### src/rtl/btn_event_pkg.sv
// Shared constants for the push-button event generator:
// FSM state encoding and bit positions of the events in the MMIO status vector.
package btn_event_pkg;

    localparam logic [2:0] ST_IDLE           = 3'd0;
    localparam logic [2:0] ST_PRESSED        = 3'd1;
    localparam logic [2:0] ST_LONG_HELD      = 3'd2;
    localparam logic [2:0] ST_WAIT_SECOND    = 3'd3;
    localparam logic [2:0] ST_SECOND_PRESSED = 3'd4;
    localparam logic [2:0] ST_LOCKOUT        = 3'd5;

    localparam int EV_PRESS   = 0;
    localparam int EV_RELEASE = 1;
    localparam int EV_CLICK   = 2;
    localparam int EV_DCLICK  = 3;
    localparam int EV_LONG    = 4;
    localparam int EV_W       = 5;

endpackage

### src/rtl/btn_edge_detect.sv
// Registers the debounced level and reports rising/falling edges.
// Reset loads the live level so a button held through reset shows no edge.
module btn_edge_detect (
    input  logic clk,
    input  logic reset,
    input  logic clean_i,
    output logic rise_o,
    output logic fall_o
);

    logic clean_q;

    always_ff @(posedge clk) begin
        clean_q <= clean_i;
    end

    assign rise_o =  clean_i & ~clean_q;
    assign fall_o = ~clean_i &  clean_q;

endmodule

### src/rtl/button_event_gen.sv
// Turns one debounced button level into registered one-cycle event pulses:
// press, release, single click, double click and long press.
module button_event_gen
    import btn_event_pkg::*;
#(
    parameter int LONG_CYCLES   = 50000000,
    parameter int DCLICK_CYCLES = 15000000,
    parameter int CNT_BITS      = 32
) (
    input  logic clk,
    input  logic reset,
    input  logic clean,
    output logic press_pulse,
    output logic release_pulse,
    output logic click_pulse,
    output logic dclick_pulse,
    output logic long_pulse,
    output logic held
);

    localparam logic [CNT_BITS-1:0] LONG_LAST   = CNT_BITS'(LONG_CYCLES - 1);
    localparam logic [CNT_BITS-1:0] DCLICK_LAST = CNT_BITS'(DCLICK_CYCLES - 1);

    logic                rise;
    logic                fall;
    logic [2:0]          state_q, state_d;
    logic [CNT_BITS-1:0] cnt_q, cnt_d;
    logic [EV_W-1:0]     ev_q, ev_d;
    logic                held_q, held_d;
    logic                timed;

    btn_edge_detect u_edge (
        .clk     (clk),
        .reset   (reset),
        .clean_i (clean),
        .rise_o  (rise),
        .fall_o  (fall)
    );

    // Edges are tested before timeouts so an edge always wins a tie.
    always_comb begin
        state_d = state_q;
        ev_d    = '0;
        unique case (state_q)
            ST_LOCKOUT: begin
                if (fall) state_d = ST_IDLE;
            end
            ST_IDLE: begin
                if (rise) begin
                    state_d         = ST_PRESSED;
                    ev_d[EV_PRESS]  = 1'b1;
                end
            end
            ST_PRESSED: begin
                if (fall) begin
                    state_d          = ST_WAIT_SECOND;
                    ev_d[EV_RELEASE] = 1'b1;
                end else if (cnt_q == LONG_LAST) begin
                    state_d       = ST_LONG_HELD;
                    ev_d[EV_LONG] = 1'b1;
                end
            end
            ST_LONG_HELD: begin
                if (fall) begin
                    state_d          = ST_IDLE;
                    ev_d[EV_RELEASE] = 1'b1;
                end
            end
            ST_WAIT_SECOND: begin
                if (rise) begin
                    state_d        = ST_SECOND_PRESSED;
                    ev_d[EV_PRESS] = 1'b1;
                end else if (cnt_q == DCLICK_LAST) begin
                    state_d        = ST_IDLE;
                    ev_d[EV_CLICK] = 1'b1;
                end
            end
            ST_SECOND_PRESSED: begin
                if (fall) begin
                    state_d          = ST_IDLE;
                    ev_d[EV_RELEASE] = 1'b1;
                    ev_d[EV_DCLICK]  = 1'b1;
                end else if (cnt_q == LONG_LAST) begin
                    state_d        = ST_LONG_HELD;
                    ev_d[EV_CLICK] = 1'b1;
                    ev_d[EV_LONG]  = 1'b1;
                end
            end
            default: state_d = ST_IDLE;
        endcase
    end

    // Untimed states keep the counter parked at zero so it can never wrap.
    assign timed = (state_q == ST_PRESSED) ||
                   (state_q == ST_WAIT_SECOND) ||
                   (state_q == ST_SECOND_PRESSED);

    always_comb begin
        cnt_d = cnt_q + 1'b1;
        if (state_d != state_q || !timed) cnt_d = '0;
    end

    assign held_d = (state_d == ST_PRESSED) ||
                    (state_d == ST_LONG_HELD) ||
                    (state_d == ST_SECOND_PRESSED);

    always_ff @(posedge clk) begin
        if (reset) begin
            state_q <= clean ? ST_LOCKOUT : ST_IDLE;
            cnt_q   <= '0;
            ev_q    <= '0;
            held_q  <= 1'b0;
        end else begin
            state_q <= state_d;
            cnt_q   <= cnt_d;
            ev_q    <= ev_d;
            held_q  <= held_d;
        end
    end

    assign press_pulse   = ev_q[EV_PRESS];
    assign release_pulse = ev_q[EV_RELEASE];
    assign click_pulse   = ev_q[EV_CLICK];
    assign dclick_pulse  = ev_q[EV_DCLICK];
    assign long_pulse    = ev_q[EV_LONG];
    assign held          = held_q;

endmodule

### config.mk
export PLATFORM = sky130hd
export DESIGN_NAME = button_event_gen
export DESIGN_NICKNAME = d
export VERILOG_FILES = /design/src/rtl/btn_event_pkg.sv /design/src/rtl/btn_edge_detect.sv /design/src/rtl/button_event_gen.sv
export SDC_FILE = /design/constraint.sdc
export NUM_CORES = 1
export LEC_CHECK = 0
export ABC_AREA = 1
export BUFFER_PORTS_ARGS = -buffer_cell sky130_fd_sc_hd__buf_2
export CAP_MARGIN = 20
export CORE_UTILIZATION = 45
export DETAILED_ROUTE_END_ITERATION = 10
export PLACE_DENSITY_LB_ADDON = 0.08
export SLEW_MARGIN = 10
export SYNTH_ARGS = -nofsm -noshare
export SYNTH_HDL_FRONTEND = slang
export SYNTH_SLANG_ARGS = --single-unit
export TNS_END_PERCENT = 100
### constraint.sdc
create_clock -name clk -period 1.7 [get_ports clk]
set_input_delay 0.255 -clock clk [delete_from_list [all_inputs] [get_ports clk]]
set_output_delay 0.255 -clock clk [all_outputs]
set_load 0.02 [all_outputs]
==> out/qor.yml, run 1 <==
async_reset_ff_share_pct: 0
synth_area_sq_um: 2350
worstPathRequired_ns: 1.89
layout.nets: 396
rsz0062_at_grt: "true"
place_congestion: 0.866
clk_pin_slew_ns: 0.08
synth.top_cell.area_share_pct: 35.8
power_switching_share_pct: 27.0
hold_class: "primary input to register"
postCtsHoldBufs: 0
ys_ff_latch: 42
slew_headroom_pct: 70.5
grt_max_degree: 19
wire_per_inst_um: 11.9
cp-start-kind: "register"
syn2layout_area_growth_pct: 24.3
hold_depth: 1
cts_tree: "yes"
antenna_cells: 0
violations: "setup timing"
num_rows: 25
p_leak_nw: 1.09
yosysSeqAreaShare_pct: 35.8
cts_root_buf: "clkbuf_8"
syn_nets: 345
min_to: "u_edge.clean_q"
start_util_pct: 48.1
io_pins: 9
die_y_um: 74.2
clock_skew_ns: 0.0110
hold_start: "clean"
core_area_sq_um: 4880
synth_edf_count: 0
post-place-ws_ns: -0.0946
ys_types: 24
first_global_vias: 1978
drtAntennaViolNets: 0
insertion_delay_ns: 0.30
hold_viol: 0
port_buffers: 8
p_switching_mw: 0.505
synth.most_common_cell: "nand2_1"
maxCapViolations: 0
drc: 0
status: "finished, violations left"
p_int_mw: 1.37
maxClockFrequency_mhz: 577
clockPowerShare_pct: 34.7
via_count: 2170
track_usage_pct: 21.7
finalSetupViolations: 32
cp-startpoint: "cnt_q[0]"
tightest_slew_ns: 0.438
drt-total-wl_um: 5480
grt_pass1_wl_um: 8890
antenna_found_initial: 0
total_power_mw: 1.87
drive_gt1_share_pct: 25.4
synth_warnings: 0
die_area_sq_um: 5510
clock_path_buffers: 2
dp_hpwl_um: 4450
peakVddDrop_mv: 0.379
timing.rr.start: "cnt_q[0]"
htree_levels: 2
postCtsSetupRepairBufs: 0
worstPathArrival_ns: 1.93
clock-sinks: 42
synthTopCellsByArea: "dfxtp_1, nand2_1, nor2_1, inv_1, xor2_1"
drt_iter0_drc: 109
worst-r2r-setup-slack_ns: -0.03
cts_buffers: 5
syn_inst: 341
die_w_um: 74.2
p_seq_share_pct: 54.1
grt_overflow: 0
viasPerCell: 4.72
period_share_pct: 102
syn_area_per_cell_sq_um: 6.88
yosysTopAreaCell: "dfxtp_1"
rr_worst_depth: 11
crit_fanout: 18
synth_commonest_cells: "nand2_1, nor2_1, inv_1, dfxtp_1, xor2_1"
drv_slew: 0
finalCriticalPeriod_ns: 1.73
setup_ws_ns: -0.0339
synth_ff_type: "dfxtp_1"
drt-pass1-iter-count: 4
r2r-end: "cnt_q[13]"
comb_power_share_pct: 11.1
p_per_area_nw_per_um2: 642
cp-end-kind: "register"
worst-setup-path-type: "register to register"
==> power by group through the flow <==
stage	clock network, mW	registers [mW]	logic [mW]
after floorplan	0	1.04	0.138
after global placement	0	1.03	0.200
after detailed placement	0	1.03	0.202
after CTS	0.666	1.01	0.204
after global routing	0.699	1.02	0.233
final	0.650	1.01	0.209
==> kinds of logic after synthesis <==
kind of cell,share of synthesized area [%]
AND/OR/NAND/NOR,40.9
adder cells (fa/ha/maj),0.533
AO/OA/AOI/OAI,1.07
buffers and inverters,10.5
flip-flops,35.8
XOR/XNOR,11.2
==> state kept, by name, summed over array words and instances, names as in the netlist <==
signal / count
held: 1
cnt_q: 32
ev_q: 5
state_q: 3
u_edge.clean_q: 1
==> per-layer routing <==
metal	up-vias	track usage [%]	routed length, um
li1	1155	-	-
met1	977	29.8	2790
met2	29	34.1	2440
met3	9	3.39	148
met4	0	7.91	104
met5	-	0	0
==> how the worst max path moves through the flow <==
stage,to,slack (ns),depth (start not counted)
6_report,cnt_q[13],-0.03,11
4_1_cts,cnt_q[0],-0.04,12
2_1_floorplan,cnt_q[20],0.006,11
3_3_place_gp,cnt_q[15],-0.05,13
3_5_place_dp,cnt_q[13],-0.09,11
5_1_grt,cnt_q[9],-0.19,12
==> what timing repair did <==
| item | CTS | global route |
|---|---|---|
| resized for setup | 9 | 13 |
| pin swaps | 1 | 1 |
| endpoints found under the setup margin | 33 | 34 |
==> worst max-delay path, cell delays in order, from the launching register on <==
cell     delay (ns)
dfxtp_2        0.36
ha_4           0.14
nand2_2        0.06
nor2_4         0.15
nand3_4        0.10
nor2_2         0.14
nand2_1        0.10
nand2_1        0.09
nand4_1        0.12
nand4_4        0.16
buf_12         0.16
nor2_1         0.05
==> placed cells by master, fill, tap and decap left out, types with 11 or more instances in the layout <==
cell type and n:
buf_4 38, dfxtp_1 39, inv_1 50, nand2_1 66, nand2_2 11, nand4_1 14
nor2_1 61, nor2_2 15, xor2_1 20
==> through the flow <==
stage / setup TNS, ns / instances / util (%) / hold WS (ns) / instance area [sq um]
2_1_floorplan: 0 / 341 / - / 0.283 / 2350
3_3_place_gp: -1.30 / 452 / 56.4 / 0.387 / 2750
3_5_place_dp: -2.72 / 452 / 56.4 / 0.389 / 2750
4_1_cts: -0.573 / 460 / 58.9 / 0.0779 / 2870
5_1_grt: -4.91 / 460 / 59.7 / 0.0811 / 2920
6_report: -0.503 / 460 / 59.7 / 0.0807 / 2920
==> final cells by class <==
| type | count | area [sq um] |
|---|---|---|
| Clock buffer | 5 | 68.8 |
| Fill cell | 489 | 1960 |
| Sequential cell | 42 | 845 |
| Timing Repair Buffer | 48 | 365 |
| Inverter | 54 | 203 |
| Tap cell | 67 | 83.8 |
| Clock inverter | 3 | 21.3 |
| Multi-Input combinational cell | 241 | 1330 |
Power figures use the tool's default switching activity.
==> run 2, diff against run 1 <==
ABC_AREA = not set   (was 1)
ABC_CLOCK_PERIOD_IN_PS = 1700   (was not set)
CORE_ASPECT_RATIO = 1.75   (was not set)
==> run 2 against run 1 <==
Effect of this change:
- the run still ends with setup timing left
- clock-buffer cell count grew 2
- sequential share of layout area grew 0.77 points
- core utilization is 4.2 points higher
- routed wire length rose by 2.0%
- sequential power about the same
- power increased by 12%
- largest power group unchanged
==> out/qor.yml, run 2 <==
postCtsHoldBufs: 0  # unchanged
first_global_vias: 2048  # +3.5%
drtAntennaViolNets: 0  # unchanged
drt-pass1-iter-count: 4  # unchanged
cp_cell_sequence: "or4b_4 > or4_4 > nor3_2 > o31ai_1 > o2111ai_2 > buf_12 > nor2_1"
clock-sinks: 42  # unchanged
synthTopCellsByArea: "dfxtp_1, nor2_1, xor2_1, nand3_1, xnor2_1"
dp_hpwl_um: 4100  # -7.7%
rsz0062_at_grt: "true"
num_rows: 32  # +28%
antenna_found_initial: 0  # unchanged
setup_ws_ns: -0.372  # -0.338 ns
hold_viol: 0  # unchanged
clock_path_buffers: 2  # unchanged
largest_register: "cnt_q"
synth_ff_type: "dfxtp_1"
antenna_cells: 0  # unchanged
cts_root_buf: "clkbuf_8"
path_buf_inv: 1  # unchanged
insertion_delay_ns: 0.30  # about the same
finalSetupViolations: 37  # +16%
tightest_slew_ns: 0.373  # -0.0648 ns
crit_fanout: 32  # +14
synth_warnings: 0  # unchanged
worst-setup-path-type: "register to register"
syn_nets: 261  # -24%
synth_edf_count: 0  # unchanged
wire_per_inst_um: 14.9  # +25%
core_area_sq_um: 4440  # -8.9%
cp_slowest_cell: "or4b_4"
ys_ff_latch: 42  # unchanged
yosysTopAreaCell: "dfxtp_1"
hold_depth: 1  # unchanged
design_area_sq_um: 2840  # -2.6%
cts_tree: "yes"
slew_headroom_pct: 75.1  # +4.5 points
drive_gt1_share_pct: 30.5  # +5.0 points
die_area_sq_um: 4970  # -9.7%
drt-total-wl_um: 5590  # +2.0%
peakVddDrop_mv: 0.538  # +42%
min_to: "u_edge.clean_q"
largest_reg_flops: 32  # unchanged
p_leak_nw: 1.09  # -0.57%
hold_start: "clean"
yosysSeqAreaShare_pct: 39.9  # +4.1 points
clock_skew_ns: 0.00824  # -0.00280 ns
synth_commonest_cells: "nor2_1, dfxtp_1, nand3_1, xor2_1, nand2_1"
slowest_delay_ns: 0.55  # +0.19 ns
syn_inst: 257  # -25%
synth.top_cell.area_share_pct: 39.9  # +4.1 points
final_cell_mix: "buf_4, nor2_1, dfxtp_1, nand3_1, xor2_1"
rr_worst_depth: 7  # -4
layout.nets: 328  # -17%
place_congestion: 0.907  # +4.7%
via_count: 2015  # -7.1%
worstPathRequired_ns: 1.90  # about the same
final_common_cell: "buf_4"
viasPerCell: 5.36  # +14%
die_y_um: 92.5  # +25%
grt_max_degree: 33  # +14
timing.rr.start: "cnt_q[18]"
start_util_pct: 47.4  # -0.67 points
grt_overflow: 0  # unchanged
async_reset_ff_share_pct: 0  # unchanged
htree_levels: 2  # unchanged
io_pins: 9  # unchanged
crit_family: "simple AND/OR/NAND/NOR gates"
track_usage_pct: 25.7  # +4.0 points
hold_ws_ns: 0.118  # +0.0376 ns
drc: 0  # unchanged
clk_pin_slew_ns: 0.08  # about the same
die_w_um: 53.7  # -28%
period_share_pct: 122  # +20 points
worst-r2r-setup-slack_ns: -0.37  # -0.34 ns
drt_iter0_drc: 70  # -36%
maxCapViolations: 0  # unchanged
worstPathArrival_ns: 2.27  # +0.34 ns
syn_area_per_cell_sq_um: 8.20  # +19%
finalCriticalPeriod_ns: 2.07  # +0.338 ns
post_dp_cell_area_sq_um: 2630  # -4.3%
final_core_util_pct: 63.9  # +4.2 points
violations: "setup timing"
port_buffers: 8  # unchanged
largest_registers: "cnt_q: 32 flops, ev_q: 5 flops, state_q: 3 flops"
synth_area_sq_um: 2110  # -10%
ys_types: 36  # +50%
maxClockFrequency_mhz: 483  # -16%
cp-start-kind: "register"
cp-end-kind: "register"
syn2layout_area_growth_pct: 34.8
status: "finished, violations left"
cts_buffers: 5  # unchanged
p_per_area_nw_per_um2: 737  # +15%
grt_pass1_wl_um: 9200  # +3.4%
hold_class: "primary input to register"
fillers: 427  # -13%
final.setup.tns_ns: -12.66  # -12.15 ns
drv_slew: 0  # unchanged
r2r-end: "cnt_q[18]"
synth.most_common_cell: "nor2_1"
-- run 2: cell types whose count changed after synthesis, moves of 6 or more --
cell | previous run | this run
nand2_1 | 70 | 13
inv_1 | 52 | 3
nor2_1 | 66 | 53
nor2_2 | 11 | 0
nand3_1 | 13 | 21
clkbuf_1 | 0 | 7
nand2_2 | 7 | 0
nand2b_1 | 0 | 6
nand4_1 | 14 | 8
-- run 2: timing repair --
item	CTS	global route
pin swaps	5	3
setup buffers	1	0
resized for setup	11	7
setup endpoints to repair	38	38
-- run 2: how the worst max path moves through the flow --
| stage | from | end | slack (ns) | cells past startpoint |
|---|---|---|---|---|
| floorplan | cnt_q[18] | cnt_q[7] | -0.26 | 7 |
| global placement | cnt_q[17] | held | -0.40 | 6 |
| detailed placement | cnt_q[17] | held | -0.43 | 6 |
| CTS | cnt_q[18] | cnt_q[9] | -0.37 | 7 |
| global route | cnt_q[18] | cnt_q[9] | -0.44 | 7 |
| finish | cnt_q[18] | cnt_q[18] | -0.37 | 7 |
-- run 2: cells by family after synthesis --
kind of cell               count (synthesis)  synth area share, %
xor gates and xnor gates                  31                 12.9
DFF                                       42                 39.9
and+or+nand+nor                          147                 36.2
AOI/OAI and AO/OA                         22                 6.77
buffers and inverters                     14                 3.62
adders and majority gates                  1                0.594
-- run 2: per-stage QoR --
| stage | power, mW | cells | worst slack, ns |
|---|---|---|---|
| after floorplan | 1.21 | 257 | -0.263 |
| after global placement | 1.30 | 367 | -0.402 |
| after detailed placement | 1.30 | 367 | -0.429 |
| after CTS | 2.10 | 376 | -0.375 |
| after global routing | 2.18 | 376 | -0.438 |
| final | 2.09 | 376 | -0.372 |
-- run 2: layer usage --
layer  share of wire (%)  track usage [%]  vias up  wire, um
li1                    -                -     1026         -
met5                   0                0        -         0
met4                 2.6             12.3        0       145
met1                  38             25.9      955      2130
met3                 1.7             4.27       10        95
met2                  58             47.2       24      3220
-- run 2: area by class of cell --
type	count	area [sq um]	area share (%)
Multi-Input combinational cell	201	1280	45.2
Clock buffer	7	76.3	2.69
Tap cell	51	63.8	2.25
Sequential cell	42	845	29.7
Clock inverter	1	30.0	1.06
Inverter	3	11.3	0.396
Timing Repair Buffer	71	529	18.6
-- run 2: power breakdown --
group / switching [mW] / internal [mW]
registers: 0.0196 / 1.00
clock network: 0.356 / 0.440
logic: 0.154 / 0.121
total: 0.529 / 1.56
